## src/rtl/usb_pkg.sv

```systemverilog
// Shared definitions for the EP0 descriptor fetch path.
// Contents: standard descriptor type codes, the fetch FSM state encoding,
// the default EP0 max packet size and a small unsigned min helper.
package usb_pkg;

    localparam int MAX_PKT_DEF = 64;

    localparam logic [7:0] DT_DEVICE     = 8'h01;
    localparam logic [7:0] DT_CONFIG     = 8'h02;
    localparam logic [7:0] DT_STRING     = 8'h03;
    localparam logic [7:0] DT_QUALIFIER  = 8'h06;
    localparam logic [7:0] DT_BOS        = 8'h0F;
    localparam logic [7:0] DT_HID_REPORT = 8'h22;

    // String descriptor 0 (language ID list) always holds one LANGID.
    localparam logic [15:0] STR0_LEN = 16'd4;

    typedef enum logic [2:0] {
        ST_IDLE,
        ST_LOOKUP,
        ST_WAIT_IN,
        ST_SEND,
        ST_WAIT_ACK,
        ST_STALL
    } fetch_state_e;

    function automatic logic [15:0] min16(input logic [15:0] a, input logic [15:0] b);
        return (a < b) ? a : b;
    endfunction

endpackage

```

## src/rtl/usb_desc_fetch_if.sv

```systemverilog
// Byte stream from the descriptor fetcher to the EP0 packet transmitter.
//   tx_data  : data byte (valid with tx_valid)
//   tx_valid : byte available
//   tx_ready : transmitter accepts the byte this cycle
//   tx_last  : byte closes the current DATA packet
//   tx_zlp   : one-cycle request for a zero-length DATA packet
interface usb_desc_fetch_if;
    logic [7:0] tx_data;
    logic       tx_valid;
    logic       tx_ready;
    logic       tx_last;
    logic       tx_zlp;

    modport master (output tx_data, output tx_valid, output tx_last, output tx_zlp,
                    input tx_ready);
    modport slave  (input tx_data, input tx_valid, input tx_last, input tx_zlp,
                    output tx_ready);
endinterface

```

## src/rtl/usb_desc_fetch.sv

```systemverilog
// EP0 GET_DESCRIPTOR data stage engine. Resolves a decoded request against the
// descriptor table, walks the descriptor ROM and streams bytes to the packet
// transmitter in MAX_PKT-sized packets, handling host ACK, resend on timeout
// and the trailing zero-length packet.
// Ports:
//   clk, rstn                      clock, async active-low reset
//   req_*, hs_mode                 decoded setup request, link speed
//   desc_*_addr_i / desc_*_len_i   descriptor table (ROM base / length)
//   descrom_raddr_o / _rdata_i     descriptor ROM read port (comb. data)
//   in_token, in_ack, in_retry     EP0 IN handshake events
//   tx                             byte stream to packet TX (master)
//   stall_o, busy_o                status
//
// state      | meaning
// IDLE       | no transfer pending
// LOOKUP     | resolve type/index to ROM base and length
// WAIT_IN    | packet ready, waiting for host IN token
// SEND       | streaming packet bytes
// WAIT_ACK   | packet sent, waiting for ACK or retry
// STALL      | unsupported request, stall until next setup
module usb_desc_fetch
    import usb_pkg::*;
#(
    parameter int MAX_PKT = MAX_PKT_DEF
) (
    input  logic        clk,
    input  logic        rstn,
    input  logic        req_valid,
    input  logic [7:0]  req_type,
    input  logic [7:0]  req_index,
    input  logic [15:0] req_length,
    input  logic        hs_mode,
    input  logic [15:0] desc_dev_addr_i,
    input  logic [15:0] desc_dev_len_i,
    input  logic [15:0] desc_qual_addr_i,
    input  logic [15:0] desc_qual_len_i,
    input  logic [15:0] desc_fscfg_addr_i,
    input  logic [15:0] desc_fscfg_len_i,
    input  logic [15:0] desc_hscfg_addr_i,
    input  logic [15:0] desc_hscfg_len_i,
    input  logic [15:0] desc_bos_addr_i,
    input  logic [15:0] desc_bos_len_i,
    input  logic [15:0] desc_hid_addr_i,
    input  logic [15:0] desc_hid_len_i,
    input  logic [15:0] desc_str0_addr_i,
    input  logic [15:0] desc_str1_addr_i,
    input  logic [15:0] desc_str1_len_i,
    input  logic [15:0] desc_str2_addr_i,
    input  logic [15:0] desc_str2_len_i,
    input  logic [15:0] desc_str3_addr_i,
    input  logic [15:0] desc_str3_len_i,
    input  logic        desc_have_strings_i,
    output logic [15:0] descrom_raddr_o,
    input  logic [7:0]  descrom_rdata_i,
    input  logic        in_token,
    input  logic        in_ack,
    input  logic        in_retry,
    usb_desc_fetch_if.master tx,
    output logic        stall_o,
    output logic        busy_o
);

    localparam int CW = $clog2(MAX_PKT) + 1;

    fetch_state_e  state_q, state_d;
    logic [15:0]   addr_q, addr_d;
    logic [15:0]   rem_q, rem_d;
    logic [15:0]   pkt_addr_q, pkt_addr_d;
    logic [15:0]   pkt_rem_q, pkt_rem_d;
    logic [15:0]   len_q, len_d;
    logic [7:0]    type_q, type_d;
    logic [7:0]    index_q, index_d;
    logic [CW-1:0] cnt_q, cnt_d;
    logic          last_full_q, last_full_d;
    logic          short_q, short_d;
    logic          zlp_q, zlp_d;

    logic          lk_ok;
    logic [15:0]   lk_addr, lk_len, lk_count;
    logic          beat, pkt_end;

    assign descrom_raddr_o = addr_q;
    assign tx.tx_data      = descrom_rdata_i;
    assign tx.tx_valid     = (state_q == ST_SEND);
    assign pkt_end         = (cnt_q == CW'(MAX_PKT - 1)) || (rem_q == 16'd1);
    assign tx.tx_last      = tx.tx_valid && pkt_end;
    assign tx.tx_zlp       = zlp_q;
    assign beat            = tx.tx_valid && tx.tx_ready;
    assign stall_o         = (state_q == ST_STALL);
    assign busy_o          = (state_q != ST_IDLE) && (state_q != ST_STALL);
    assign lk_count        = min16(len_q, lk_len);

    always_comb begin
        lk_ok   = 1'b1;
        lk_addr = desc_dev_addr_i;
        lk_len  = desc_dev_len_i;
        case (type_q)
            DT_DEVICE: begin
                lk_addr = desc_dev_addr_i;
                lk_len  = desc_dev_len_i;
            end
            DT_QUALIFIER: begin
                lk_addr = desc_qual_addr_i;
                lk_len  = desc_qual_len_i;
            end
            DT_CONFIG: begin
                lk_addr = hs_mode ? desc_hscfg_addr_i : desc_fscfg_addr_i;
                lk_len  = hs_mode ? desc_hscfg_len_i  : desc_fscfg_len_i;
            end
            DT_BOS: begin
                lk_addr = desc_bos_addr_i;
                lk_len  = desc_bos_len_i;
            end
            DT_HID_REPORT: begin
                lk_addr = desc_hid_addr_i;
                lk_len  = desc_hid_len_i;
            end
            DT_STRING: begin
                lk_ok = desc_have_strings_i;
                case (index_q)
                    8'd0: begin lk_addr = desc_str0_addr_i; lk_len = STR0_LEN;        end
                    8'd1: begin lk_addr = desc_str1_addr_i; lk_len = desc_str1_len_i; end
                    8'd2: begin lk_addr = desc_str2_addr_i; lk_len = desc_str2_len_i; end
                    8'd3: begin lk_addr = desc_str3_addr_i; lk_len = desc_str3_len_i; end
                    default: lk_ok = 1'b0;
                endcase
            end
            default: lk_ok = 1'b0;
        endcase
    end

    always_comb begin
        state_d     = state_q;
        addr_d      = addr_q;
        rem_d       = rem_q;
        pkt_addr_d  = pkt_addr_q;
        pkt_rem_d   = pkt_rem_q;
        len_d       = len_q;
        type_d      = type_q;
        index_d     = index_q;
        cnt_d       = cnt_q;
        last_full_d = last_full_q;
        short_d     = short_q;
        zlp_d       = 1'b0;

        case (state_q)
            ST_IDLE: ;
            ST_LOOKUP: begin
                if (!lk_ok) begin
                    state_d = ST_STALL;
                end else if (lk_count == 16'd0) begin
                    state_d = ST_IDLE;
                end else begin
                    addr_d     = lk_addr;
                    rem_d      = lk_count;
                    pkt_addr_d = lk_addr;
                    pkt_rem_d  = lk_count;
                    // Host asked for more than exists: a full final packet
                    // must be terminated with a ZLP.
                    short_d    = (lk_len < len_q);
                    state_d    = ST_WAIT_IN;
                end
            end
            ST_WAIT_IN: begin
                if (in_token) begin
                    if (rem_q == 16'd0) begin
                        // Only reachable when a ZLP is owed.
                        zlp_d       = 1'b1;
                        last_full_d = 1'b0;
                        state_d     = ST_WAIT_ACK;
                    end else begin
                        cnt_d   = '0;
                        state_d = ST_SEND;
                    end
                end
            end
            ST_SEND: begin
                if (beat) begin
                    addr_d = addr_q + 16'd1;
                    rem_d  = rem_q - 16'd1;
                    cnt_d  = cnt_q + CW'(1);
                    if (pkt_end) begin
                        last_full_d = (cnt_q == CW'(MAX_PKT - 1));
                        state_d     = ST_WAIT_ACK;
                    end
                end
            end
            ST_WAIT_ACK: begin
                if (in_retry) begin
                    addr_d  = pkt_addr_q;
                    rem_d   = pkt_rem_q;
                    state_d = ST_WAIT_IN;
                end else if (in_ack) begin
                    pkt_addr_d = addr_q;
                    pkt_rem_d  = rem_q;
                    if ((rem_q != 16'd0) || (last_full_q && short_q))
                        state_d = ST_WAIT_IN;
                    else
                        state_d = ST_IDLE;
                end
            end
            ST_STALL: ;
            default: state_d = ST_IDLE;
        endcase

        // A new SETUP always wins over whatever transfer is in flight.
        if (req_valid) begin
            type_d  = req_type;
            index_d = req_index;
            len_d   = req_length;
            state_d = ST_LOOKUP;
        end
    end

    always_ff @(posedge clk or negedge rstn) begin
        if (!rstn) begin
            state_q     <= ST_IDLE;
            addr_q      <= '0;
            rem_q       <= '0;
            pkt_addr_q  <= '0;
            pkt_rem_q   <= '0;
            len_q       <= '0;
            type_q      <= '0;
            index_q     <= '0;
            cnt_q       <= '0;
            last_full_q <= 1'b0;
            short_q     <= 1'b0;
            zlp_q       <= 1'b0;
        end else begin
            state_q     <= state_d;
            addr_q      <= addr_d;
            rem_q       <= rem_d;
            pkt_addr_q  <= pkt_addr_d;
            pkt_rem_q   <= pkt_rem_d;
            len_q       <= len_d;
            type_q      <= type_d;
            index_q     <= index_d;
            cnt_q       <= cnt_d;
            last_full_q <= last_full_d;
            short_q     <= short_d;
            zlp_q       <= zlp_d;
        end
    end

endmodule
```

## src/flat_wrapper.sv

```systemverilog
// flat-port wrapper written by rule: the top's interface ports become plain ports
module usb_desc_fetch_flat import usb_pkg::*;
#(
    parameter int MAX_PKT = MAX_PKT_DEF
)
  (clk, rstn, req_valid, req_type, req_index, req_length, hs_mode, desc_dev_addr_i, desc_dev_len_i, desc_qual_addr_i, desc_qual_len_i, desc_fscfg_addr_i, desc_fscfg_len_i, desc_hscfg_addr_i, desc_hscfg_len_i, desc_bos_addr_i, desc_bos_len_i, desc_hid_addr_i, desc_hid_len_i, desc_str0_addr_i, desc_str1_addr_i, desc_str1_len_i, desc_str2_addr_i, desc_str2_len_i, desc_str3_addr_i, desc_str3_len_i, desc_have_strings_i, descrom_raddr_o, descrom_rdata_i, in_token, in_ack, in_retry, stall_o, busy_o, tx_tx_data, tx_tx_valid, tx_tx_last, tx_tx_zlp, tx_tx_ready);
  usb_desc_fetch_if tx_i ();
  input  logic clk;
  input  logic rstn;
  input  logic req_valid;
  input  logic [7:0] req_type;
  input  logic [7:0] req_index;
  input  logic [15:0] req_length;
  input  logic hs_mode;
  input  logic [15:0] desc_dev_addr_i;
  input  logic [15:0] desc_dev_len_i;
  input  logic [15:0] desc_qual_addr_i;
  input  logic [15:0] desc_qual_len_i;
  input  logic [15:0] desc_fscfg_addr_i;
  input  logic [15:0] desc_fscfg_len_i;
  input  logic [15:0] desc_hscfg_addr_i;
  input  logic [15:0] desc_hscfg_len_i;
  input  logic [15:0] desc_bos_addr_i;
  input  logic [15:0] desc_bos_len_i;
  input  logic [15:0] desc_hid_addr_i;
  input  logic [15:0] desc_hid_len_i;
  input  logic [15:0] desc_str0_addr_i;
  input  logic [15:0] desc_str1_addr_i;
  input  logic [15:0] desc_str1_len_i;
  input  logic [15:0] desc_str2_addr_i;
  input  logic [15:0] desc_str2_len_i;
  input  logic [15:0] desc_str3_addr_i;
  input  logic [15:0] desc_str3_len_i;
  input  logic desc_have_strings_i;
  output logic [15:0] descrom_raddr_o;
  input  logic [7:0] descrom_rdata_i;
  input  logic in_token;
  input  logic in_ack;
  input  logic in_retry;
  output logic stall_o;
  output logic busy_o;
  output wire logic [$bits(tx_i.tx_data)-1:0] tx_tx_data;
  output wire logic [$bits(tx_i.tx_valid)-1:0] tx_tx_valid;
  output wire logic [$bits(tx_i.tx_last)-1:0] tx_tx_last;
  output wire logic [$bits(tx_i.tx_zlp)-1:0] tx_tx_zlp;
  input wire logic [$bits(tx_i.tx_ready)-1:0] tx_tx_ready;
  assign tx_tx_data = tx_i.tx_data;
  assign tx_tx_valid = tx_i.tx_valid;
  assign tx_tx_last = tx_i.tx_last;
  assign tx_tx_zlp = tx_i.tx_zlp;
  assign tx_i.tx_ready = tx_tx_ready;
  usb_desc_fetch #(.MAX_PKT(MAX_PKT)) u_core (.clk(clk), .rstn(rstn), .req_valid(req_valid), .req_type(req_type), .req_index(req_index), .req_length(req_length), .hs_mode(hs_mode), .desc_dev_addr_i(desc_dev_addr_i), .desc_dev_len_i(desc_dev_len_i), .desc_qual_addr_i(desc_qual_addr_i), .desc_qual_len_i(desc_qual_len_i), .desc_fscfg_addr_i(desc_fscfg_addr_i), .desc_fscfg_len_i(desc_fscfg_len_i), .desc_hscfg_addr_i(desc_hscfg_addr_i), .desc_hscfg_len_i(desc_hscfg_len_i), .desc_bos_addr_i(desc_bos_addr_i), .desc_bos_len_i(desc_bos_len_i), .desc_hid_addr_i(desc_hid_addr_i), .desc_hid_len_i(desc_hid_len_i), .desc_str0_addr_i(desc_str0_addr_i), .desc_str1_addr_i(desc_str1_addr_i), .desc_str1_len_i(desc_str1_len_i), .desc_str2_addr_i(desc_str2_addr_i), .desc_str2_len_i(desc_str2_len_i), .desc_str3_addr_i(desc_str3_addr_i), .desc_str3_len_i(desc_str3_len_i), .desc_have_strings_i(desc_have_strings_i), .descrom_raddr_o(descrom_raddr_o), .descrom_rdata_i(descrom_rdata_i), .in_token(in_token), .in_ack(in_ack), .in_retry(in_retry), .tx(tx_i), .stall_o(stall_o), .busy_o(busy_o));
endmodule
```

## config.mk

```make
export PLATFORM = sky130hd
export DESIGN_NAME = usb_desc_fetch_flat
export DESIGN_NICKNAME = d
export VERILOG_FILES = /design/src/rtl/usb_pkg.sv /design/src/rtl/usb_desc_fetch_if.sv /design/src/rtl/usb_desc_fetch.sv /design/src/flat_wrapper.sv
export SDC_FILE = /design/constraint.sdc
export NUM_CORES = 1
export LEC_CHECK = 0
export CAP_MARGIN = 40
export CORE_ASPECT_RATIO = 0.9
export CORE_MARGIN = 2
export CORE_UTILIZATION = 35
export CTS_BUF_LIST = sky130_fd_sc_hd__clkbuf_8
export CTS_CLUSTER_DIAMETER = 60
export CTS_CLUSTER_SIZE = 20
export DETAILED_ROUTE_END_ITERATION = 12
export HOLD_SLACK_MARGIN = 0.12
export PLACE_DENSITY = 0.78
export SYNTH_ARGS = -nofsm -noshare
export SYNTH_HDL_FRONTEND = slang
export SYNTH_SLANG_ARGS = --single-unit
```

## constraint.sdc

```tcl
create_clock -name clk -period 6.44 [get_ports clk]
set_input_delay 1.288 -clock clk [delete_from_list [all_inputs] [get_ports clk]]
set_output_delay 1.288 -clock clk [all_outputs]
set_load 0.01 [all_outputs]
```

## Word level (Yosys, flattened, before mapping)

Index checks and enable logic that the tools add are counted.

- Register bits: 109
- Bits in latches: 0
- Bits in writable memories: 0
- ROM bits: 0
- Input port bits: 353
- Output and inout bits: 29
- Word-level logic and storage cells: 122
- Memories kept: 0

- $add $sub $neg: 3
- Multipliers: 0
- Div/mod/pow operators: 0
- Order comparisons: 2
- Eq/ne operators: 32
- Shift operators: 0
- Muxes and demuxes: 48
- Bitwise operators: 1
- Reduce and logical (&&, ||, !) cells: 24

Operators by type and width:

| kind | number |
|---|---|
| two-way mux 16 bit | 15 |
| case mux 16 bit (5 select lines) | 2 |
| case mux 16 bit (4 select lines) | 2 |
| case mux 16 bit (3 select lines) | 2 |
| case mux 16 bit (2 select lines) | 2 |
| == test 8 x 2 -> 1 bit (second input constant) | 4 |
| zero test 16 bit | 2 |
| < comparator 16 bit | 2 |
| two-way mux 3 bit | 8 |
| two-way mux 7 bit | 3 |
| AND reduction 5 bit | 4 |
| adder 16 x 1 -> 16 bit (second input constant) | 1 |
| == test 16 x 1 -> 1 bit (second input constant) | 1 |
| == test 8 x 1 -> 1 bit (second input constant) | 2 |
| != test 2 bit (second input constant) | 8 |
| nonzero test 16 bit | 1 |
| subtractor 16 x 1 -> 16 bit (second input constant) | 1 |
| case mux 3 bit (5 select lines) | 1 |
| case mux 7 bit (2 select lines) | 1 |
| != test 3 bit (second input constant) | 4 |
| == test 8 x 3 -> 1 bit (second input constant) | 1 |
| == test 8 x 4 -> 1 bit (second input constant) | 1 |
| == test 8 x 6 -> 1 bit (second input constant) | 1 |
| zero test 8 bit | 1 |
| 21 further kinds | 40 |

## Longest topological paths before layout

Gate-level depths: netlist of run 1.

- Depth in word-level cells: 10
- Gate-level depth with buffers: 21
- Gate-level depth less buffers: 15

## Worst setup path after synthesis of run 1

Ideal clock, no wire load.

- Path type: input port to flip-flop
- Start point: in hs_mode
- End point: reg u_core.pkt_addr_q[10]
- Setup time: 125 ps
- Data arrival time: 5,271 ps
- Data required time: 6,315 ps
- Setup slack: 1,044 ps
- Stages on the path: 19
- Path buffers: 5
- Path through: clkbuf_1 > clkbuf_1 > buf_2 > mux2i_1 > o21ai_0 > a21oi_1 > o221a_2 > ha_1 > nand4_1 > or3_1 > nand2b_1 > o211ai_1 > or2_2 > clkbuf_1 > mux2i_1 > o221ai_2 > a21oi_2 > buf_2 > mux2_2

- Word-level cells in the longest chain between the ends: 7
- Elaborated cells on any way between the ends: 12
- Those cells by class: order compare (1); eq/ne (1); mux (8); reduce/logical (2)

Ends and longest elaborated chain:

| element | line | source |
|---|---|---|
| start: declaration | flat_wrapper.sv:14 | `input logic hs_mode;` |
| two-way mux 16 bit | usb_desc_fetch.sv:108 | `lk_len = hs_mode ? desc_hscfg_len_i : desc_fscfg_len_i;` |
| case mux 16 bit (5 select lines) | usb_desc_fetch.sv:97 | `case (type_q)` |
| < comparator 16 bit | usb_pkg.sv:28 | `return (a < b) ? a : b;` |
| two-way mux 16 bit | usb_pkg.sv:28 |  |
| zero test 16 bit | usb_desc_fetch.sv:151 | `end else if (lk_count == 16'd0) begin` |
| != test 2 bit (no line) | - |  |
| AND reduction 5 bit (no line) | - |  |
| end signal: assignment | usb_desc_fetch.sv:233 | `pkt_addr_q <= pkt_addr_d;` |
| end: declaration | usb_desc_fetch.sv:68 | `logic [15:0] pkt_addr_q, pkt_addr_d;` |

Several ways; a longest one is shown, not always the timed one. The select of a mux whose other input is x is not followed.
A chain may end at the register's enable or synchronous reset.

## Final worst setup path of run 1

- Start point: reg u_core.type_q[0]
- End point: reg u_core.pkt_rem_q[5]

- Word-level cells in the longest chain between the ends: 7
- Elaborated cells on any way between the ends: 18
- Those cells by class: order compare (1); eq/ne (8); mux (6); reduce/logical (3)

Ends and longest elaborated chain:

| element | line | source |
|---|---|---|
| start: declaration | usb_desc_fetch.sv:71 | `logic [7:0] type_q, type_d;` |
| start signal: assignment | usb_desc_fetch.sv:236 | `type_q <= type_d;` |
| == test 8 x 2 -> 1 bit (tied with other cells) | usb_desc_fetch.sv:97 |  |
| case mux 16 bit (5 select lines) | usb_desc_fetch.sv:97 |  |
| < comparator 16 bit | usb_pkg.sv:28 |  |
| two-way mux 16 bit | usb_pkg.sv:28 |  |
| zero test 16 bit / two-way mux 16 bit (equally long branches) | usb_desc_fetch.sv:151 |  |
| != test 2 bit (no line) / two-way mux 16 bit (equally long branches) | - |  |
| AND reduction 5 bit (no line) / case mux 16 bit (2 select lines) (equally long branches) | - |  |
| end signal: assignment | usb_desc_fetch.sv:234 | `pkt_rem_q <= pkt_rem_d;` |
| end: declaration | usb_desc_fetch.sv:69 | `logic [15:0] pkt_rem_q, pkt_rem_d;` |

Several ways; a longest one is shown, not always the timed one. The select of a mux whose other input is x is not followed.

==> flow_summary_export.csv, run 1 <==
group,metric,value,unit
outcome,outcome,"complete, no violations",
final_layout,final_cell_mix,"clkdlybuf4s50_1, dfrtp_1, nand2_1",
power,power.total,3.07,mW
setup_path,cp.arrival,5.92,ns
detailed_routing,route.vias.total,9844,
timing,finalMaxSlewViolations,0,
final_layout,fin_nets,1724,
timing,clock.fmax,0.177,GHz
yosys,synth-xor-area-share,2.07,%
flow_run,cap_violations,0,
final_layout,layout_commonest_cell,"clkdlybuf4s50_1",
yosys,synthArstFlopShare,100,%
yosys,syn_inst,1039,
timing,skew,0.0153,ns
yosys,synthFlopType,"dfrtp_1",
clock_tree,cts_buffer_depth,2,
timing,finalHoldViolCount,0,
min_path,hold_class,"register to register",
timing,tightestPinTransition,0.830,ns
yosys,syn_nets,1412,
power,power_density,229,mW/mm2
timing,fin_crit_sh,87.6,%
clock_tree,clock_latency,0.40,ns
detailed_routing,dr.pass1.iters,6,
die,die_h,159,um
die,die_x,176,um
clock_tree,ctsResizeCount,0,
clock_tree,cts_sinks,109,
yosys,syn_area,0.00929,mm2
yosys,synth_top_family_by_area,"compound AO/OA/AOI/OAI gates",
detailed_routing,drc,0,
detailed_routing,viasPerCell,5.78,
yosys,synth_compound_area_share,24.2,%
power,p_leak,5.36,nW
setup_path,cp-start-kind,"register",
timing,rsz0062_at_grt,"false",
global_route,grt_pass1_wl,59100,um
detailed_routing,totalWireLength,39500,um
global_route,grtUsageTotal,28.2,%
power,ir_drop,0.132,mV
yosys,synthTopCellsByArea,"dfrtp_1, mux2_2, mux2i_1, mux4_2, nand2_1",
final_layout,drive_gt1_share,12.5,%
global_route,gr-total-overflow,0,
setup_path,end_kind,"register",
yosys,synthAdderAreaFrac,2.69,%
setup_path,crit_required,6.72,ns
timing,fin_crit,5.64,ns
setup_path,crit_chain,"nor4bb_1 > nand2_1 > o21ai_2 > a221oi_1 > ha_1 > nand3_1 > or3_1 > nand2b_1 > o211ai_1 > or2_2 > mux2i_1 > o221ai_2 > buf_4 > a21oi_4 > buf_4 > mux2_2",
timing,slew_headroom,44.6,%
yosys,synthSimpleGateAreaFrac,14.9,%
yosys,synthMuxAreaShare,20.8,%
final_layout,area_growth,44.4,%
yosys,yosysWarnings,0,
global_route,grt_pass1_vias,9842,
yosys,synth_top_cell_by_area,"dfrtp_1",
yosys,yosysSeqAreaShare,29.4,%
die,start_util,35.6,%
clock_tree,cts_tree,"built",
setup_path,crit_buf_inv,2,
global_route,antenna_found_initial,1,
placed_design,place.gp.congestion,0.985,
clock_tree,cts_root_buffer,"clkbuf_8",
die,dieArea,0.0279,mm2
yosys,synth_cell_types,71,
timing,setup_tns,0,ns
yosys,synth_top_area_share,29.4,%
setup_path,crit_top_cell,"buf_4",
setup_path,cpPeakStageDelay,0.77,ns
placed_design,numPortBuffers,365,
setup_path,cp_top_family,"simple AND/OR/NAND/NOR gates",
clock_tree,h-tree-depth,3,
clock_tree,postCtsSetupRepairBufs,0,
clock_tree,cts.clk_slew.worst_paths,0.10,ns
clock_tree,ctsHoldBuffers,0,
die,io_pins,382,
die,coreArea,0.0261,mm2
clock_tree,cts_made_buffers,9,
yosys,ys_ff_latch,109,
setup_path,criticalPathCategory,"register to register",
setup_path,slowest_stage,"o21ai_2",
placed_design,dp_hpwl,32100,um
detailed_routing,postRouteAntennaNets,0,
timing,setup_viol,0,
global_route,grt_max_degree,69,
detailed_routing,wl_per_cell,23.2,um
yosys,synth_edf_count,0,
yosys,syn_area_per_cell,8.94,um2
setup_path,crit_fanout,20,
detailed_routing,initialDrtViolationCount,1020,
die,rows,56,
[final timing paths]
kind,start,endpoint,slack [ns],cells after the start
worst min-delay path,u_core.cnt_q[6],u_core.cnt_q[6],0.51,1
worst max-delay path,u_core.type_q[0],u_core.pkt_rem_q[5],0.80,16
worst max register to register,u_core.type_q[0],u_core.pkt_rem_q[5],0.80,16
min in group asynchronous,rstn,u_core.index_q[4],0.73,1
worst min register to register,u_core.cnt_q[6],u_core.cnt_q[6],0.51,1
max in group asynchronous,rstn,u_core.index_q[0],4.54,3
[kinds of logic after synthesis]
family / after synthesis
AO/OA/AOI/OAI: 323
XOR/XNOR: 22
adder cells (fa/ha/maj): 20
buffers and inverters: 126
flip-flops: 109
multiplexers: 156
AND/OR/NAND/NOR: 283
[cells in the mapped netlist (4+ instances only)]
library cell and count:
mux2i_1 44, o21ai_0 54, or3_1 5, mux4_2 16, buf_4 10, dfrtp_1 109
mux2_4 14, nor3_1 18, o211ai_1 19, o31ai_1 4, a221oi_1 13, xnor2_1 11
and2_1 7, o2bb2ai_1 12, nor2b_1 5, nand3_1 17, buf_2 15, mux2_2 82
nor2_1 71, and3_1 15, nor3b_1 5, xor2_1 11, a22o_1 10, inv_1 35
o22ai_1 6, a21oi_1 68, a21o_1 8, nor4_1 6, buf_1 9, a221o_1 18
nand2_1 96, o21a_1 9, nand4_1 11, a211oi_1 26, a22oi_1 46, clkbuf_1 55
or4_1 4, nand2b_1 4, ha_1 20, and4_1 6
[cell type report]
class	instances	area [um2]
flip-flops and latches	109	2730
clock buffers	9	124
repair buffers	392	3880
fillers	2390	12700
well taps	348	435
multi-input cells	804	6040
inverters	35	131
clock inverters	6	71.3
diodes	1	2.50
[metrics by stage]
step / hold WS [ns] / worst slack (ns) / instance area (um2) / util [%] / instances
2_1_floorplan: 0.467 / 1.04 / 9290 / - / 1039
3_3_place_gp: 0.479 / 0.559 / 13200 / 50.6 / 1687
3_5_place_dp: 0.493 / 0.472 / 13200 / 50.7 / 1688
4_1_cts: 0.515 / 0.859 / 13400 / 51.4 / 1703
5_1_grt: 0.536 / 0.489 / 13400 / 51.4 / 1704
6_report: 0.510 / 0.802 / 13400 / 51.4 / 1704
[state kept, by name (all words and copies together) (netlist names)]
signal and cells:
u_core.descrom_raddr_o 16, u_core.len_q 16, u_core.pkt_addr_q 16, u_core.pkt_rem_q 16
u_core.rem_q 16, u_core.index_q 8, u_core.type_q 8, u_core.cnt_q 7
u_core.state_q 3, u_core.last_full_q 1, u_core.short_q 1, u_core.tx.tx_zlp 1
[per-layer routing]
metal | part of all wire (%) | global-route usage (%) | vias up | routed length (um)
met3 | 7.6 | 5.09 | 50 | 3000
met2 | 48 | 48.0 | 464 | 18900
met5 | 0 | 0 | - | 0
li1 | - | - | 4548 | -
met1 | 42 | 36.7 | 4782 | 16600
met4 | 2.6 | 8.15 | 0 | 1030
[report_power, final]
part	internal (mW)	switching [mW]	total, mW
logic	0.791	0.609	1.40
registers	0.914	0.316	1.23
clock network	0.182	0.256	0.438
total	1.89	1.18	3.07
[worst reg2reg max path, delay by kind of cell, from the launching register on]
family | cells | cell delay (ns)
compound gates | 5 | 1.48
fa+ha+maj | 1 | 0.39
buf+inv | 2 | 0.53
flops | 1 | 0.72
mux | 2 | 0.64
simple gates | 6 | 1.78
No activity file was read; power rests on OpenSTA's default activity.
==> run 2: changes to the inputs <==
--- a/config.mk
+++ b/config.mk
@@ -15,6 +15,7 @@
 export DETAILED_ROUTE_END_ITERATION = 12
 export HOLD_SLACK_MARGIN = 0.12
 export PLACE_DENSITY = 0.78
+export SLEW_MARGIN = 30
 export SYNTH_ARGS = -nofsm -noshare
 export SYNTH_HDL_FRONTEND = slang
 export SYNTH_SLANG_ARGS = --single-unit
==> flow_summary_export.csv, run 2 (synthesized netlist as in run 1, its figures left out) <==
group,metric,value,unit
setup_path,rr_startpoint,"u_core.type_q[0]",
timing,clock.fmax,0.179,GHz
setup_path,cp.arrival,5.87,ns
timing,tightestPinTransition,0.836,ns
setup_path,crit_fanout,19,
detailed_routing,viasPerCell,5.78,
setup_path,slowest_stage,"a2111oi_0",
timing,finalHoldViolCount,0,
detailed_routing,postRouteAntennaNets,0,
detailed_routing,dr.pass1.iters,5,
final_layout,drive_gt1_share,12.5,%
die,die_x,176,um
setup_path,crit_chain,"clkdlybuf4s50_1 > mux2_2 > a22oi_1 > a211oi_1 > a2111oi_0 > ha_1 > nor2b_1 > o21a_1 > o21ai_0 > a211oi_1 > or2_2 > nor3_1 > o221ai_2 > buf_4 > a21oi_4 > buf_4 > mux2_2",
global_route,gr-total-overflow,0,
clock_tree,h-tree-depth,3,
clock_tree,cts_made_buffers,9,
clock_tree,cts_buffer_depth,2,
detailed_routing,drc,0,
setup_path,r2r_setup_slack,0.84,ns
global_route,grt_pass1_vias,9695,
global_route,grtUsageTotal,28.0,%
setup_path,cpPeakStageDelay,0.71,ns
setup_path,r2r_end,"u_core.pkt_rem_q[10]",
timing,setup_viol,0,
power,power_density,225,mW/mm2
clock_tree,cts_sinks,109,
die,coreArea,0.0261,mm2
setup_path,r2r_cells,17,
global_route,grt_max_degree,69,
clock_tree,cts_root_buffer,"clkbuf_8",
clock_tree,ctsHoldBuffers,0,
placed_design,place.gp.congestion,0.985,
power,p_leak,5.33,nW
setup_path,crit_required,6.71,ns
die,die_h,159,um
min_path,min_from,"u_core.cnt_q[6]",
timing,fin_crit_sh,87.0,%
timing,fin_hold_ws,0.516,ns
outcome,outcome,"complete, no violations",
setup_path,cp-start-kind,"input port",
timing,fin_crit,5.60,ns
min_path,hold_end,"u_core.cnt_q[6]",
min_path,whs_path_depth,1,
clock_tree,ctsResizeCount,0,
timing,skew,0.0242,ns
timing,finalMaxSlewViolations,0,
clock_tree,clock_latency,0.40,ns
die,io_pins,382,
die,rows,56,
timing,rsz0062_at_grt,"false",
timing,setup_tns,0,ns
global_route,grt_pass1_wl,58500,um
placed_design,numPortBuffers,365,
clock_tree,cts_tree,"built",
die,dieArea,0.0279,mm2
die,start_util,35.6,%
detailed_routing,totalWireLength,39500,um
placed_design,dp_hpwl,32100,um
clock_tree,postCtsSetupRepairBufs,0,
global_route,antenna_found_initial,1,
final_layout,final_cell_mix,"clkdlybuf4s50_1, dfrtp_1, nand2_1",
timing,slew_headroom,44.2,%
detailed_routing,initialDrtViolationCount,1156,
final_layout,fin_nets,1724,
final_layout,area_growth,43.9,%
clock_tree,cts.clk_slew.worst_paths,0.10,ns
min_path,hold_class,"register to register",
flow_run,cap_violations,0,
detailed_routing,route.vias.total,9845,
setup_path,criticalPathCategory,"input port to register",
power,ir_drop,0.141,mV
setup_path,end_kind,"register",
final_layout,layout_commonest_cell,"clkdlybuf4s50_1",
detailed_routing,wl_per_cell,23.2,um
## run 2: worst max path at each step
stage	startpoint	endpoint	slack, ns
5_1_grt	u_core.type_q[0]	u_core.pkt_rem_q[10]	0.59
6_report	desc_str2_len_i[1]	u_core.pkt_rem_q[10]	0.84
2_1_floorplan	hs_mode	u_core.pkt_addr_q[10]	1.04
3_5_place_dp	desc_str2_len_i[1]	u_core.pkt_rem_q[5]	0.49
3_3_place_gp	desc_str2_len_i[1]	u_core.pkt_rem_q[2]	0.56
4_1_cts	desc_str2_len_i[1]	u_core.pkt_rem_q[10]	0.87
## run 2: cell type report
cell class,count,area [um2]
inverter,35,131
clock inverter,5,37.5
timing repair buffer,392,3870
clock buffer,9,124
multi-input combinational,804,6040
sequential,109,2730
fill,2408,12700
tap,348,435
antenna,1,2.50
## run 2: layer usage
layer | vias up | global-route usage [%] | share of wire [%] | routed length, um
met5 | - | 0 | 0 | 0
met4 | 0 | 8.15 | 2.6 | 1020
met3 | 48 | 4.47 | 7.5 | 2950
met2 | 505 | 47.4 | 48 | 18800
met1 | 4747 | 36.9 | 42 | 16700
li1 | 4545 | - | - | -
## run 2: critical path: cells and delay by family
family | cells | cell delay (ns)
compound gates | 8 | 1.80
buf+inv | 3 | 0.95
simple gates | 3 | 0.83
mux | 2 | 0.63
fa+ha+maj | 1 | 0.36
## run 2: report_power, final
group	internal [mW]	switching (mW)
logic	0.791	0.609
clock network	0.138	0.249
registers	0.914	0.313
total	1.84	1.17
## run 2: per-stage QoR
step | power (mW) | cell area [um2] | worst slack (ns) | util, % | std cells
5_1_grt | 3.20 | 13400 | 0.585 | 51.3 | 1703
6_report | 3.01 | 13400 | 0.839 | 51.3 | 1703
4_1_cts | 3.01 | 13400 | 0.870 | 51.3 | 1702
2_1_floorplan | 1.99 | 9290 | 1.04 | - | 1039
3_3_place_gp | 2.58 | 13200 | 0.559 | 50.6 | 1687
3_5_place_dp | 2.63 | 13200 | 0.493 | 50.7 | 1688
